**src/rtl/hazard_ctrl_if.sv**
```systemverilog
// Hazard controller pipeline-side bundle: ID/EX hazard inputs, mul/div
// handshake, stall/flush controls and performance counters.
interface hazard_ctrl_if #(
  parameter int REG_ADDR_W = 5,
  parameter int CNT_W      = 32
);

  logic [REG_ADDR_W-1:0] rs1_ID;
  logic [REG_ADDR_W-1:0] rs2_ID;
  logic                  use_rs1_ID;
  logic                  use_rs2_ID;
  logic [REG_ADDR_W-1:0] rd_EX;
  logic                  MemRead_EX;
  logic                  redirect_EX;
  logic                  md_valid_EX;
  logic                  md_done;
  logic                  md_start;
  logic                  pc_stall;
  logic                  if_id_stall;
  logic                  if_id_flush;
  logic                  id_ex_stall;
  logic                  id_ex_flush;
  logic                  ex_mem_bubble;
  logic                  md_timeout;
  logic [CNT_W-1:0]      stall_cnt;
  logic [CNT_W-1:0]      flush_cnt;

  // Pipeline / mul-div side: supplies hazard inputs, consumes controls.
  modport master (
    output rs1_ID, rs2_ID, use_rs1_ID, use_rs2_ID, rd_EX, MemRead_EX,
           redirect_EX, md_valid_EX, md_done,
    input  md_start, pc_stall, if_id_stall, if_id_flush, id_ex_stall,
           id_ex_flush, ex_mem_bubble, md_timeout, stall_cnt, flush_cnt
  );

  // Hazard controller side.
  modport slave (
    input  rs1_ID, rs2_ID, use_rs1_ID, use_rs2_ID, rd_EX, MemRead_EX,
           redirect_EX, md_valid_EX, md_done,
    output md_start, pc_stall, if_id_stall, if_id_flush, id_ex_stall,
           id_ex_flush, ex_mem_bubble, md_timeout, stall_cnt, flush_cnt
  );

endinterface

```
**src/rtl/hazard_ctrl.sv**
```systemverilog
// Pipeline hazard controller for the 5-stage RV32I core: load-use stalls,
// branch/jump redirect flushes, mul/div sequencing with timeout, and
// saturating stall/flush performance counters.
module hazard_ctrl #(
  parameter int REG_ADDR_W = 5,
  parameter int MD_TIMEOUT = 64,
  parameter int CNT_W      = 32
) (
  input  logic         clk,
  input  logic         rst_n,
  hazard_ctrl_if.slave hz
);

  localparam int TMR_W = (MD_TIMEOUT > 1) ? $clog2(MD_TIMEOUT) : 1;
  localparam logic [TMR_W-1:0] TMR_LAST = TMR_W'(MD_TIMEOUT - 1);

  typedef enum logic [0:0] {
    S_RUN,
    S_MD_BUSY
  } state_t;

  state_t state;
  state_t state_nxt;

  logic [REG_ADDR_W-1:0] rs1;
  logic [REG_ADDR_W-1:0] rs2;
  logic [REG_ADDR_W-1:0] rd;
  logic [TMR_W-1:0]      timer;
  logic [CNT_W-1:0]      stall_q;
  logic [CNT_W-1:0]      flush_q;
  logic                  md_start_q;
  logic                  md_timeout_q;

  logic load_use;
  logic redirect_take;
  logic md_enter;
  logic md_expire;

  logic pc_stall;
  logic if_id_stall;
  logic if_id_flush;
  logic id_ex_stall;
  logic id_ex_flush;
  logic ex_mem_bubble;

  assign rs1 = hz.rs1_ID;
  assign rs2 = hz.rs2_ID;
  assign rd  = hz.rd_EX;

  // x0 is never a real dependency, so a load to x0 never stalls.
  assign load_use = hz.MemRead_EX & (rd != '0) &
                    ((hz.use_rs1_ID & (rs1 == rd)) |
                     (hz.use_rs2_ID & (rs2 == rd)));

  // Redirect outranks a mul/div in EX: the squashed path must not start it.
  assign redirect_take = (state == S_RUN) & hz.redirect_EX;
  assign md_enter      = (state == S_RUN) & ~hz.redirect_EX & hz.md_valid_EX;

  // A done in the final allowed cycle still counts as completion.
  assign md_expire = (state == S_MD_BUSY) & ~hz.md_done & (timer == TMR_LAST);

  // State register.
  always_ff @(posedge clk or negedge rst_n) begin
    if (!rst_n) begin
      state <= S_RUN;
    end else begin
      state <= state_nxt;
    end
  end

  // Next-state logic.
  always_comb begin
    state_nxt = state;
    unique case (state)
      S_RUN: begin
        if (md_enter) begin
          state_nxt = S_MD_BUSY;
        end
      end
      S_MD_BUSY: begin
        if (hz.md_done || md_expire) begin
          state_nxt = S_RUN;
        end
      end
      default: state_nxt = S_RUN;
    endcase
  end

  // Stall/flush controls, combinational so they act in the current cycle.
  always_comb begin
    pc_stall      = 1'b0;
    if_id_stall   = 1'b0;
    if_id_flush   = 1'b0;
    id_ex_stall   = 1'b0;
    id_ex_flush   = 1'b0;
    ex_mem_bubble = 1'b0;
    unique case (state)
      S_RUN: begin
        if (hz.redirect_EX) begin
          if_id_flush = 1'b1;
          id_ex_flush = 1'b1;
        end else if (hz.md_valid_EX) begin
          pc_stall      = 1'b1;
          if_id_stall   = 1'b1;
          id_ex_stall   = 1'b1;
          ex_mem_bubble = 1'b1;
        end else if (load_use) begin
          pc_stall    = 1'b1;
          if_id_stall = 1'b1;
          id_ex_flush = 1'b1;
        end
      end
      S_MD_BUSY: begin
        if (hz.md_done) begin
          // Result flows into EX/MEM this cycle; pipeline resumes.
        end else if (md_expire) begin
          // Op dropped: release the pipeline but keep EX/MEM empty.
          ex_mem_bubble = 1'b1;
        end else begin
          pc_stall      = 1'b1;
          if_id_stall   = 1'b1;
          id_ex_stall   = 1'b1;
          ex_mem_bubble = 1'b1;
        end
      end
      default: ;
    endcase
  end

  // Busy-cycle timer, restarted on every entry into S_MD_BUSY.
  always_ff @(posedge clk or negedge rst_n) begin
    if (!rst_n) begin
      timer <= '0;
    end else if (md_enter) begin
      timer <= '0;
    end else if (state == S_MD_BUSY) begin
      timer <= timer + TMR_W'(1);
    end
  end

  // Single-cycle start pulse issued on the edge that enters S_MD_BUSY.
  always_ff @(posedge clk or negedge rst_n) begin
    if (!rst_n) begin
      md_start_q <= 1'b0;
    end else begin
      md_start_q <= md_enter;
    end
  end

  // Sticky timeout error flag, cleared only by reset.
  always_ff @(posedge clk or negedge rst_n) begin
    if (!rst_n) begin
      md_timeout_q <= 1'b0;
    end else if (md_expire) begin
      md_timeout_q <= 1'b1;
    end
  end

  // Saturating stall-cycle counter.
  always_ff @(posedge clk or negedge rst_n) begin
    if (!rst_n) begin
      stall_q <= '0;
    end else if (pc_stall && (stall_q != '1)) begin
      stall_q <= stall_q + CNT_W'(1);
    end
  end

  // Saturating redirect-event counter.
  always_ff @(posedge clk or negedge rst_n) begin
    if (!rst_n) begin
      flush_q <= '0;
    end else if (redirect_take && (flush_q != '1)) begin
      flush_q <= flush_q + CNT_W'(1);
    end
  end

  assign hz.md_start      = md_start_q;
  assign hz.pc_stall      = pc_stall;
  assign hz.if_id_stall   = if_id_stall;
  assign hz.if_id_flush   = if_id_flush;
  assign hz.id_ex_stall   = id_ex_stall;
  assign hz.id_ex_flush   = id_ex_flush;
  assign hz.ex_mem_bubble = ex_mem_bubble;
  assign hz.md_timeout    = md_timeout_q;
  assign hz.stall_cnt     = stall_q;
  assign hz.flush_cnt     = flush_q;

endmodule
```
**src/flat_wrapper.sv**
```systemverilog
// flat-port wrapper written by rule: the top's interface ports become plain ports
module hazard_ctrl_flat 
#(
  parameter int REG_ADDR_W = 5,
  parameter int MD_TIMEOUT = 64,
  parameter int CNT_W      = 32
)
  (clk, rst_n, hz_rs1_ID, hz_rs2_ID, hz_use_rs1_ID, hz_use_rs2_ID, hz_rd_EX, hz_MemRead_EX, hz_redirect_EX, hz_md_valid_EX, hz_md_done, hz_md_start, hz_pc_stall, hz_if_id_stall, hz_if_id_flush, hz_id_ex_stall, hz_id_ex_flush, hz_ex_mem_bubble, hz_md_timeout, hz_stall_cnt, hz_flush_cnt);
  hazard_ctrl_if #(.REG_ADDR_W(REG_ADDR_W), .CNT_W(CNT_W)) hz_i ();
  input  logic clk;
  input  logic rst_n;
  input wire logic [$bits(hz_i.rs1_ID)-1:0] hz_rs1_ID;
  input wire logic [$bits(hz_i.rs2_ID)-1:0] hz_rs2_ID;
  input wire logic [$bits(hz_i.use_rs1_ID)-1:0] hz_use_rs1_ID;
  input wire logic [$bits(hz_i.use_rs2_ID)-1:0] hz_use_rs2_ID;
  input wire logic [$bits(hz_i.rd_EX)-1:0] hz_rd_EX;
  input wire logic [$bits(hz_i.MemRead_EX)-1:0] hz_MemRead_EX;
  input wire logic [$bits(hz_i.redirect_EX)-1:0] hz_redirect_EX;
  input wire logic [$bits(hz_i.md_valid_EX)-1:0] hz_md_valid_EX;
  input wire logic [$bits(hz_i.md_done)-1:0] hz_md_done;
  output wire logic [$bits(hz_i.md_start)-1:0] hz_md_start;
  output wire logic [$bits(hz_i.pc_stall)-1:0] hz_pc_stall;
  output wire logic [$bits(hz_i.if_id_stall)-1:0] hz_if_id_stall;
  output wire logic [$bits(hz_i.if_id_flush)-1:0] hz_if_id_flush;
  output wire logic [$bits(hz_i.id_ex_stall)-1:0] hz_id_ex_stall;
  output wire logic [$bits(hz_i.id_ex_flush)-1:0] hz_id_ex_flush;
  output wire logic [$bits(hz_i.ex_mem_bubble)-1:0] hz_ex_mem_bubble;
  output wire logic [$bits(hz_i.md_timeout)-1:0] hz_md_timeout;
  output wire logic [$bits(hz_i.stall_cnt)-1:0] hz_stall_cnt;
  output wire logic [$bits(hz_i.flush_cnt)-1:0] hz_flush_cnt;
  assign hz_i.rs1_ID = hz_rs1_ID;
  assign hz_i.rs2_ID = hz_rs2_ID;
  assign hz_i.use_rs1_ID = hz_use_rs1_ID;
  assign hz_i.use_rs2_ID = hz_use_rs2_ID;
  assign hz_i.rd_EX = hz_rd_EX;
  assign hz_i.MemRead_EX = hz_MemRead_EX;
  assign hz_i.redirect_EX = hz_redirect_EX;
  assign hz_i.md_valid_EX = hz_md_valid_EX;
  assign hz_i.md_done = hz_md_done;
  assign hz_md_start = hz_i.md_start;
  assign hz_pc_stall = hz_i.pc_stall;
  assign hz_if_id_stall = hz_i.if_id_stall;
  assign hz_if_id_flush = hz_i.if_id_flush;
  assign hz_id_ex_stall = hz_i.id_ex_stall;
  assign hz_id_ex_flush = hz_i.id_ex_flush;
  assign hz_ex_mem_bubble = hz_i.ex_mem_bubble;
  assign hz_md_timeout = hz_i.md_timeout;
  assign hz_stall_cnt = hz_i.stall_cnt;
  assign hz_flush_cnt = hz_i.flush_cnt;
  hazard_ctrl #(.REG_ADDR_W(REG_ADDR_W), .MD_TIMEOUT(MD_TIMEOUT), .CNT_W(CNT_W)) u_core (.clk(clk), .rst_n(rst_n), .hz(hz_i));
endmodule
```
**config.mk**
```make
export PLATFORM = sky130hd
export DESIGN_NAME = hazard_ctrl_flat
export DESIGN_NICKNAME = d
export VERILOG_FILES = /design/src/rtl/hazard_ctrl_if.sv /design/src/rtl/hazard_ctrl.sv /design/src/flat_wrapper.sv
export SDC_FILE = /design/constraint.sdc
export NUM_CORES = 1
export LEC_CHECK = 0
export BUFFER_PORTS_ARGS = -buffer_cell sky130_fd_sc_hd__buf_2
export CAP_MARGIN = 0
export CORE_MARGIN = 5
export CORE_UTILIZATION = 45
export DETAILED_ROUTE_END_ITERATION = 6
export PLACE_DENSITY = 0.67
export SLEW_MARGIN = 30
export SYNTH_ARGS = -nofsm -noshare
export SYNTH_HDL_FRONTEND = slang
export SYNTH_SLANG_ARGS = --single-unit
export TNS_END_PERCENT = 30
```
**constraint.sdc**
```tcl
create_clock -name clk -period 2.6 [get_ports clk]
set_input_delay 0.26 -clock clk [delete_from_list [all_inputs] [get_ports clk]]
set_output_delay 0.26 -clock clk [all_outputs]
set_load 0.01 [all_outputs]
```
# Yosys cells after proc, flatten, opt, wreduce, memory -nomap -nowiden
# Cells that the tools add are included.
# word_totals
ff_bits,73
out_inout_bits,72
word_cells,53
# op_classes
n_addsub,3
eq_ne,5
muxes,21
bitwise_logic,13
n_reduce_logical,5
# op_table
op,count
$add 32x1->32 const B,2
$ne 32x32->1 const B,2
$mux 1,15
$mux 6,2
$eq 5x5->1,2
$and 1x1->1,9
$pmux 1 s2,4
$add 6x1->6 const B,1
$eq 6x6->1 const B,1
$reduce_bool 5->1,1
$not 1->1,3
$logic_and 1x1->1,2
$reduce_bool 2->1,1
$logic_or 1x1->1,1
$or 1x1->1,1

# Longest topological paths before layout
# Gate-level depths: netlist of run 1.
# depth
ltp_word,9
depth_mapped,9
depth_no_buf,7

# Least setup slack after synthesis of run 1
# OpenSTA, ideal clock, no wires.
# synth_timing
kind,reg-to-reg
start,"register u_core.stall_q[0], in the netlist u_core.hz.stall_cnt[0]"
end,"register u_core.stall_q[1], in the netlist u_core.hz.stall_cnt[1]"
setup_time_ps,125
t_arrival_ps,1883
required_ps,2475
path_slack_ps,592
stages_incl_launch_ff,9
n_path_buf,1
period_less_slack_ps,2008
cell_sequence,dfrtp_1 -> ha_1 -> and3_1 -> and3_4 -> nand4_1 -> or2_1 -> buf_6 -> nand2_1 -> mux2_2
# synth_via
elab_chain_len,2
# synth_lines
element,line,rtl
start: declaration,hazard_ctrl.sv:29,logic [CNT_W-1:0] stall_q;
start signal: assignment,hazard_ctrl.sv:164,stall_q <= stall_q + CNT_W'(1);
branches (longest 2 deep; another with $add 32x1->32),n/a,
# Several ways; the timed one is not identified.
# A chain may end at the register's enable or synchronous reset.

# Worst setup path after layout of run 1
# layout_timing
start,register u_core.state
end,output port hz_pc_stall
# layout_via
elab_chain_len,5
# layout_lines
element,line,rtl
start: declaration,hazard_ctrl.sv:22,state_t state;
start signal: assignment,hazard_ctrl.sv:67,state <= state_nxt;
$and 1x1->1 (2 in series),hazard_ctrl.sv:60,assign md_expire = (state == S_MD_BUSY) & ~hz.md_done & (timer == TMR_LAST);
$mux 1,hazard_ctrl.sv:116,end else if (md_expire) begin
$mux 1,hazard_ctrl.sv:114,if (hz.md_done) begin
$pmux 1 s2 (*),hazard_ctrl.sv:97,unique case (state)
end: declaration,flat_wrapper.sv:22,output wire logic [$bits(hz_i.pc_stall)-1:0] hz_pc_stall;
# Every way passes the cells marked *; elsewhere a longest branch is shown, timed or not.

==> results.md, run 1 <==
* Crit-path slowest cell: or3_1
* H-tree depth at 3
* GP Congestion at 0.809
* Mean Syn Cell Area at 10.3 µm²
* WP buf/inv at 2
* Met1 usage at 23.4%
* Crit-path cells: or3_1 -> o211ai_1 -> o21bai_4 -> buf_4 -> buf_2
* Hold WS at 0.268 ns
* Max_cap viols at 0
* Worst-margin pin slew at 0.596 ns
* Cell family with most CP delay: buffers and inverters
* Critical Path RT at 2.34 ns
* Ant diodes at 0
* Final Hold Fails at 0
* #FFs+latches synth at 73
* Layout area overhead at 20.2%
* Synth cell types at 48
* Synthesized instance count at 374
* Routed via count at 3,119
* Port bufs at 94
* Total CTS buffers at 9
* Fin cells at 586
* Sequential share of the synthesized area at 47.6%
* Max-slew violations at 0
* Total congestion overflow at 0
* Post-Route WL at 8.87 mm
* Remaining DRCs at 0
* Die Y at 102 µm
* Most frequent cell after synthesis: dfrtp_1
* Clk sink count at 73
* Root buffer cell: clkbuf_8
* Skew final at 0.00914 ns
* Total power divided by cell area at 629 nW/µm²
* RSZ-0062 raised after global routing: false
* Final core utilization at 55.8%
* Final critical path time including I/O delays and setup at 2.39 ns
* Yosys top cell area share at 47.6%
* CP endpoint kind: output pin
* Largest fanout on the critical path at 32
* Core area at 8260 µm²
* Vias in the first global route at 3,023
* Initial Utilization at 46.4%
* Post-synth EDFFs at 0
* Layout Nets at 502
* GR met3 Demand/Resource at 3.89%
* Worst Path Arrival at 2.13 ns
* Worst-path clk slew at 0.08 ns
* Clock Path Buffers at 2
* Post-DRT Antenna Nets at 0
* Period utilization at 91.8%
* DRT Pass-1 Iters at 4
* Detail Placement HPWL at 6.57 mm
* Drt via density at 5.32
* Dpl cells at 569
* Max frequency at 419 MHz
* Post-CTS Setup Inserts at 0
* Row cnt at 33
* GRT met2 Usage at 28.3%
* Setup TNS after final layout at 0 ns
* Most used DFF post-synth: dfrtp_1
* First-pass GRT wire length at 14.6 mm
* Worst Hold Class: in -> reg
* Pre-CTS WS at 0.385 ns
* CTS tree: done
* Synthesized cell area at 3830 µm²
* Total track usage at 17.6%
* Chip width at 102 µm
* Largest net degree at the start of global routing at 43
* Relative slew slack at 59.9%
* GRT busiest layer: met2
* Biggest cell delay along the critical path at 0.47 ns
* DR WL/cell at 15.1 µm
* Yosys synthesis warning count at 0
* Ys async rst share at 100%
* Ports at 95
* Initial antenna violation count at 0
* Setup ws final at 0.214 ns
* Worst vdd ir at 0.481 mV
* Syn nets at 400
* Final setup fails at 0
* Clock latency on the worst-skew pair at 0.35 ns
* Lkg Pwr at 2.22 nW
* Layout cells sized above 1 at 29.3%
* DRT iter0 DRCs at 126
* Crit path kind: reg -> out
* Die area at 10,500 µm²
* Top cells by count, synth: dfrtp_1, xnor2_1, nand3_1
* Post-synth top area cell: dfrtp_1
* Startpoint Class: flop
* Area contributors post-synth: dfrtp_1, xnor2_1, xor2_1, nand3_1, nand4_1
* Outcome: finished, final reports clean
## cells in the final DEF (no fill, tap or decap), types with 17 or more instances in the layout
master	instances
dfrtp_1	73
and3_1	17
xnor2_1	45
nand2_1	29
nor2_1	26
xor2_1	26
nand3_1	36
nand4_1	24
buf_2	93
## what timing repair did
item | in CTS | in global routing
hold buffers | 1 | 0
gates resized for setup | 0 | 0
hold endpoints to repair | 41 | 0
## registers in the layout, indices dropped and copies added (netlist names)
name and count:
u_core.timer 6, u_core.hz.md_start 1, u_core.hz.flush_cnt 32, u_core.hz.md_timeout 1
u_core.state 1, u_core.hz.stall_cnt 32
## worst reg2reg max path: stages, from the launching register on
cell	delay, ns
dfrtp_1	0.41
ha_1	0.22
and3_1	0.22
and3_4	0.21
nand4_1	0.10
or2_1	0.36
buf_4	0.29
nand4_1	0.13
xnor2_1	0.16
## area by class of cell
cell class | instances | area (µm²)
Clock inverter | 6 | 43.8
Clock buffer | 10 | 138
Multi-Input combinational cell | 282 | 1890
Timing Repair Buffer | 101 | 541
Sequential cell | 73 | 1830
Fill cell | 748 | 3650
Tap cell | 105 | 131
Inverter | 9 | 33.8
## power by group
part	internal [mW]	switching [mW]	total (mW)
clock network	0.372	0.441	0.813
logic	0.289	0.365	0.655
registers	1.27	0.163	1.43
## per-layer routing
metal / share of wire, % / vias up / wire length (µm)
met5: 0 / - / 0
met4: 1.5 / 0 / 132
met3: 4.9 / 14 / 439
met2: 49 / 64 / 4340
met1: 45 / 1525 / 3970
li1: - / 1516 / -
## kinds of logic (layout without fill, tap and decap cells)
family          after synthesis  count (layout)  share of synthesized area, %
simple gates                186             186                          27.7
buf+inv                      19             126                          2.97
xor+xnor                     71              71                          16.2
compound gates               20              20                          3.92
mux                           2               2                         0.587
flops                        73              73                          47.6
fa+ha+maj                     3               3                         0.979
## final timing paths
kind                       cells after the start  slack (ns)                 endpoint                   start
setup / recovery                               5        0.21              hz_pc_stall            u_core.state
hold / removal                                 4        0.27             u_core.state              hz_md_done
setup reg to reg                               8        0.38  u_core.hz.stall_cnt[31]  u_core.hz.stall_cnt[0]
hold reg to reg                                1        0.48     u_core.hz.md_timeout    u_core.hz.md_timeout
max in group asynchronous                      3        1.58   u_core.hz.flush_cnt[8]                   rst_n
min in group asynchronous                      2        0.43  u_core.hz.stall_cnt[21]                   rst_n
## metrics by stage
stage / power (mW) / area [µm²]
global route: 3.09 / 4610
global placement: 2.10 / 4410
floorplan: 1.87 / 3830
detailed placement: 2.12 / 4420
finish: 2.90 / 4610
CTS: 2.95 / 4610
Note: power is estimated with default switching activity, not from simulation.
==> inputs of run 2 (changes only) <==
- CORE_MARGIN: 5 -> not set
- clock period: 2.6 -> 2.45 ns (I/O delays scaled with it)
==> results.md, run 2 (synthesized netlist as in run 1, its figures left out) <==
* Fillers at 744 (-0.53%)
* FF/Latch Area at 1830 µm² (unchanged)
* Root buffer cell: clkbuf_8
* Failing checks: negative hold slack
* Layout Nets at 501 (-0.20%)
* Commonest non-fill, non-tap cells in the layout: buf_2, dfrtp_1, xnor2_1, nand3_1, nand2_1
* Remaining DRCs at 0 (unchanged)
* Final setup fails at 0 (unchanged)
* Worst Hold Class: in -> async
* Final Hold Fails at 2 (+2)
* Worst vdd ir at 0.565 mV (+17%)
* Core area at 8220 µm² (-0.50%)
* Chip width at 94.3 µm (-7.8%)
* Detail Placement HPWL at 5.99 mm (-8.8%)
* Final critical path time including I/O delays and setup at 2.25 ns
* Initial antenna violation count at 0 (unchanged)
* CP endpoint kind: output pin
* Max frequency at 444 MHz
* Post-DRT Antenna Nets at 0 (unchanged)
* Startpoint Class: flop
* Layout cells sized above 1 at 29.2% (-0.086 points)
* GP Congestion at 0.773 (-4.4%)
* Largest net degree at the start of global routing at 39 (-9.3%)
* Die Y at 94.3 µm (-7.8%)
* Max-slew violations at 0 (unchanged)
* DRT iter0 DRCs at 121 (-4.0%)
* Port bufs at 94 (unchanged)
* H-tree depth at 3 (unchanged)
* Area of placed instances at 4410 µm² (about the same)
* Vias in the first global route at 2,900 (-4.1%)
* Crit path kind: reg -> out
* Post-Route WL at 8.36 mm (-5.8%)
* DRT Pass-1 Iters at 4 (unchanged)
* Worst Path Arrival at 2.01 ns (-0.12 ns)
* Die area at 8900 µm² (-15%)
* Cts repair resizes at 0 (unchanged)
* Skew final at 0.0125 ns (+0.00335 ns)
* Layout area overhead at 20.9%
* Hold WS at -0.00169 ns (-0.269 ns)
* Relative slew slack at 44.2% (-16 points)
* Post-CTS Setup Inserts at 0 (unchanged)
* Total track usage at 20.0% (+2.4 points)
* Worst Setup EP: hz_pc_stall
* Setup slack, reg-to-reg at 0.33 ns (-0.05 ns)
* Total power divided by cell area at 702 nW/µm² (+12%)
* Reg2Reg Capture Point: u_core.hz.flush_cnt[24]
* Row cnt at 33 (unchanged)
* Critical Path RT at 2.20 ns (-0.14 ns)
* WP buf/inv at 2 (unchanged)
* Post-route cell area at 4640 µm² (+0.60%)
* Clk sink count at 73 (unchanged)
* RSZ-0062 raised after global routing: false
* Initial Utilization at 46.7% (+0.23 points)
* Worst-path clk slew at 0.08 ns (about the same)
* Setup TNS after final layout at 0 ns (unchanged)
* Clock Path Buffers at 2 (unchanged)
* Worst-margin pin slew at 0.837 ns (+0.241 ns)
* Ant diodes at 0 (unchanged)
* Largest fanout on the critical path at 28 (-13%)
* Ports at 95 (unchanged)
* Outcome: complete, but fails checks
* Total CTS buffers at 9 (unchanged)
* Commonest non-fill, non-tap cell in the layout: buf_2
* Period utilization at 92.0%
* Hold_buf cts at 0 (-1)
* DR WL/cell at 14.3 µm (-5.4%)
* Worst setup path start: u_core.state
* First-pass GRT wire length at 13.8 mm (-5.1%)
* Routed via count at 3,124 (+0.16%)
* Max_cap viols at 0 (unchanged)
* Lkg Pwr at 2.24 nW (+0.91%)
* Area occupied by multi-input gates at 1890 µm² (unchanged)
* Total congestion overflow at 0 (unchanged)
* CTS tree: done
* Cell family with most CP delay: simple AND/OR/NAND/NOR gates
* CP Depth at 5 (unchanged)
* Crit-path slowest cell: or3_1
* Drt via density at 5.35 (+0.50%)
* Biggest cell delay along the critical path at 0.47 ns (about the same)
* FF-to-FF path depth at 7 (-1)
* Reg-to-Reg Start: u_core.hz.flush_cnt[0]
* Crit-path cells: or3_1 -> o211ai_1 -> o21bai_4 -> buf_6 -> buf_2
* Clock latency on the worst-skew pair at 0.34 ns (about the same)
-- run 2: how the worst min path moves through the flow --
stage | start | to | slack (ns) | cells past startpoint
final | rst_n | u_core.hz.stall_cnt[20] | -0.002 | 1
after global routing | rst_n | u_core.hz.stall_cnt[20] | 0.05 | 1
after CTS | rst_n | u_core.hz.stall_cnt[20] | 0.02 | 1
after detailed placement | rst_n | u_core.hz.stall_cnt[19] | 0.40 | 1
after global placement | rst_n | u_core.hz.stall_cnt[20] | 0.40 | 1
after floorplan | rst_n | u_core.hz.flush_cnt[0] | -0.05 | 0
-- run 2: worst register-to-register path: stages (launching register included) --
cell	delay, ns
dfrtp_1	0.43
ha_1	0.22
nand4_1	0.20
nor2_1	0.29
nand3_1	0.18
or3_4	0.43
nor2_1	0.14
xor2_1	0.16
-- run 2: power breakdown --
part           leakage, nW  internal [mW]  switching (mW)
clock network        0.104          0.594           0.458
registers            0.976           1.35           0.169
logic                 1.16          0.309           0.378
-- run 2: layer usage --
| metal | routed length (µm) | share of wire [%] | up-vias | global-route usage [%] |
|---|---|---|---|---|
| met5 | 0 | 0 | - | 0 |
| met4 | 106 | 1.3 | 0 | 7.82 |
| met3 | 319 | 3.8 | 10 | 3.56 |
| met2 | 4040 | 48 | 65 | 30.9 |
| met1 | 3890 | 47 | 1536 | 27.9 |
| li1 | - | - | 1513 | - |
-- run 2: layout make-up --
type,instances,area share [%]
multi-input cells,282,40.9
flip-flops and latches,73,39.4
repair buffers,100,11.5
clock buffers,10,2.97
well taps,105,2.83
clock inverters,5,1.73
inverters,9,0.729
-- run 2: per-stage QoR --
stage | utilization, % | power [mW] | setup WS [ns] | hold WS (ns) | cells
after floorplan | - | 1.98 | 0.442 | -0.0506 | 374
after global routing | 56.4 | 3.46 | 0.0263 | 0.0546 | 584
after CTS | 56.4 | 3.28 | 0.0882 | 0.0223 | 584
after detailed placement | 53.7 | 2.22 | 0.342 | 0.403 | 569
after global placement | 53.7 | 2.21 | 0.377 | 0.400 | 569
final | 56.4 | 3.25 | 0.195 | -0.00169 | 584
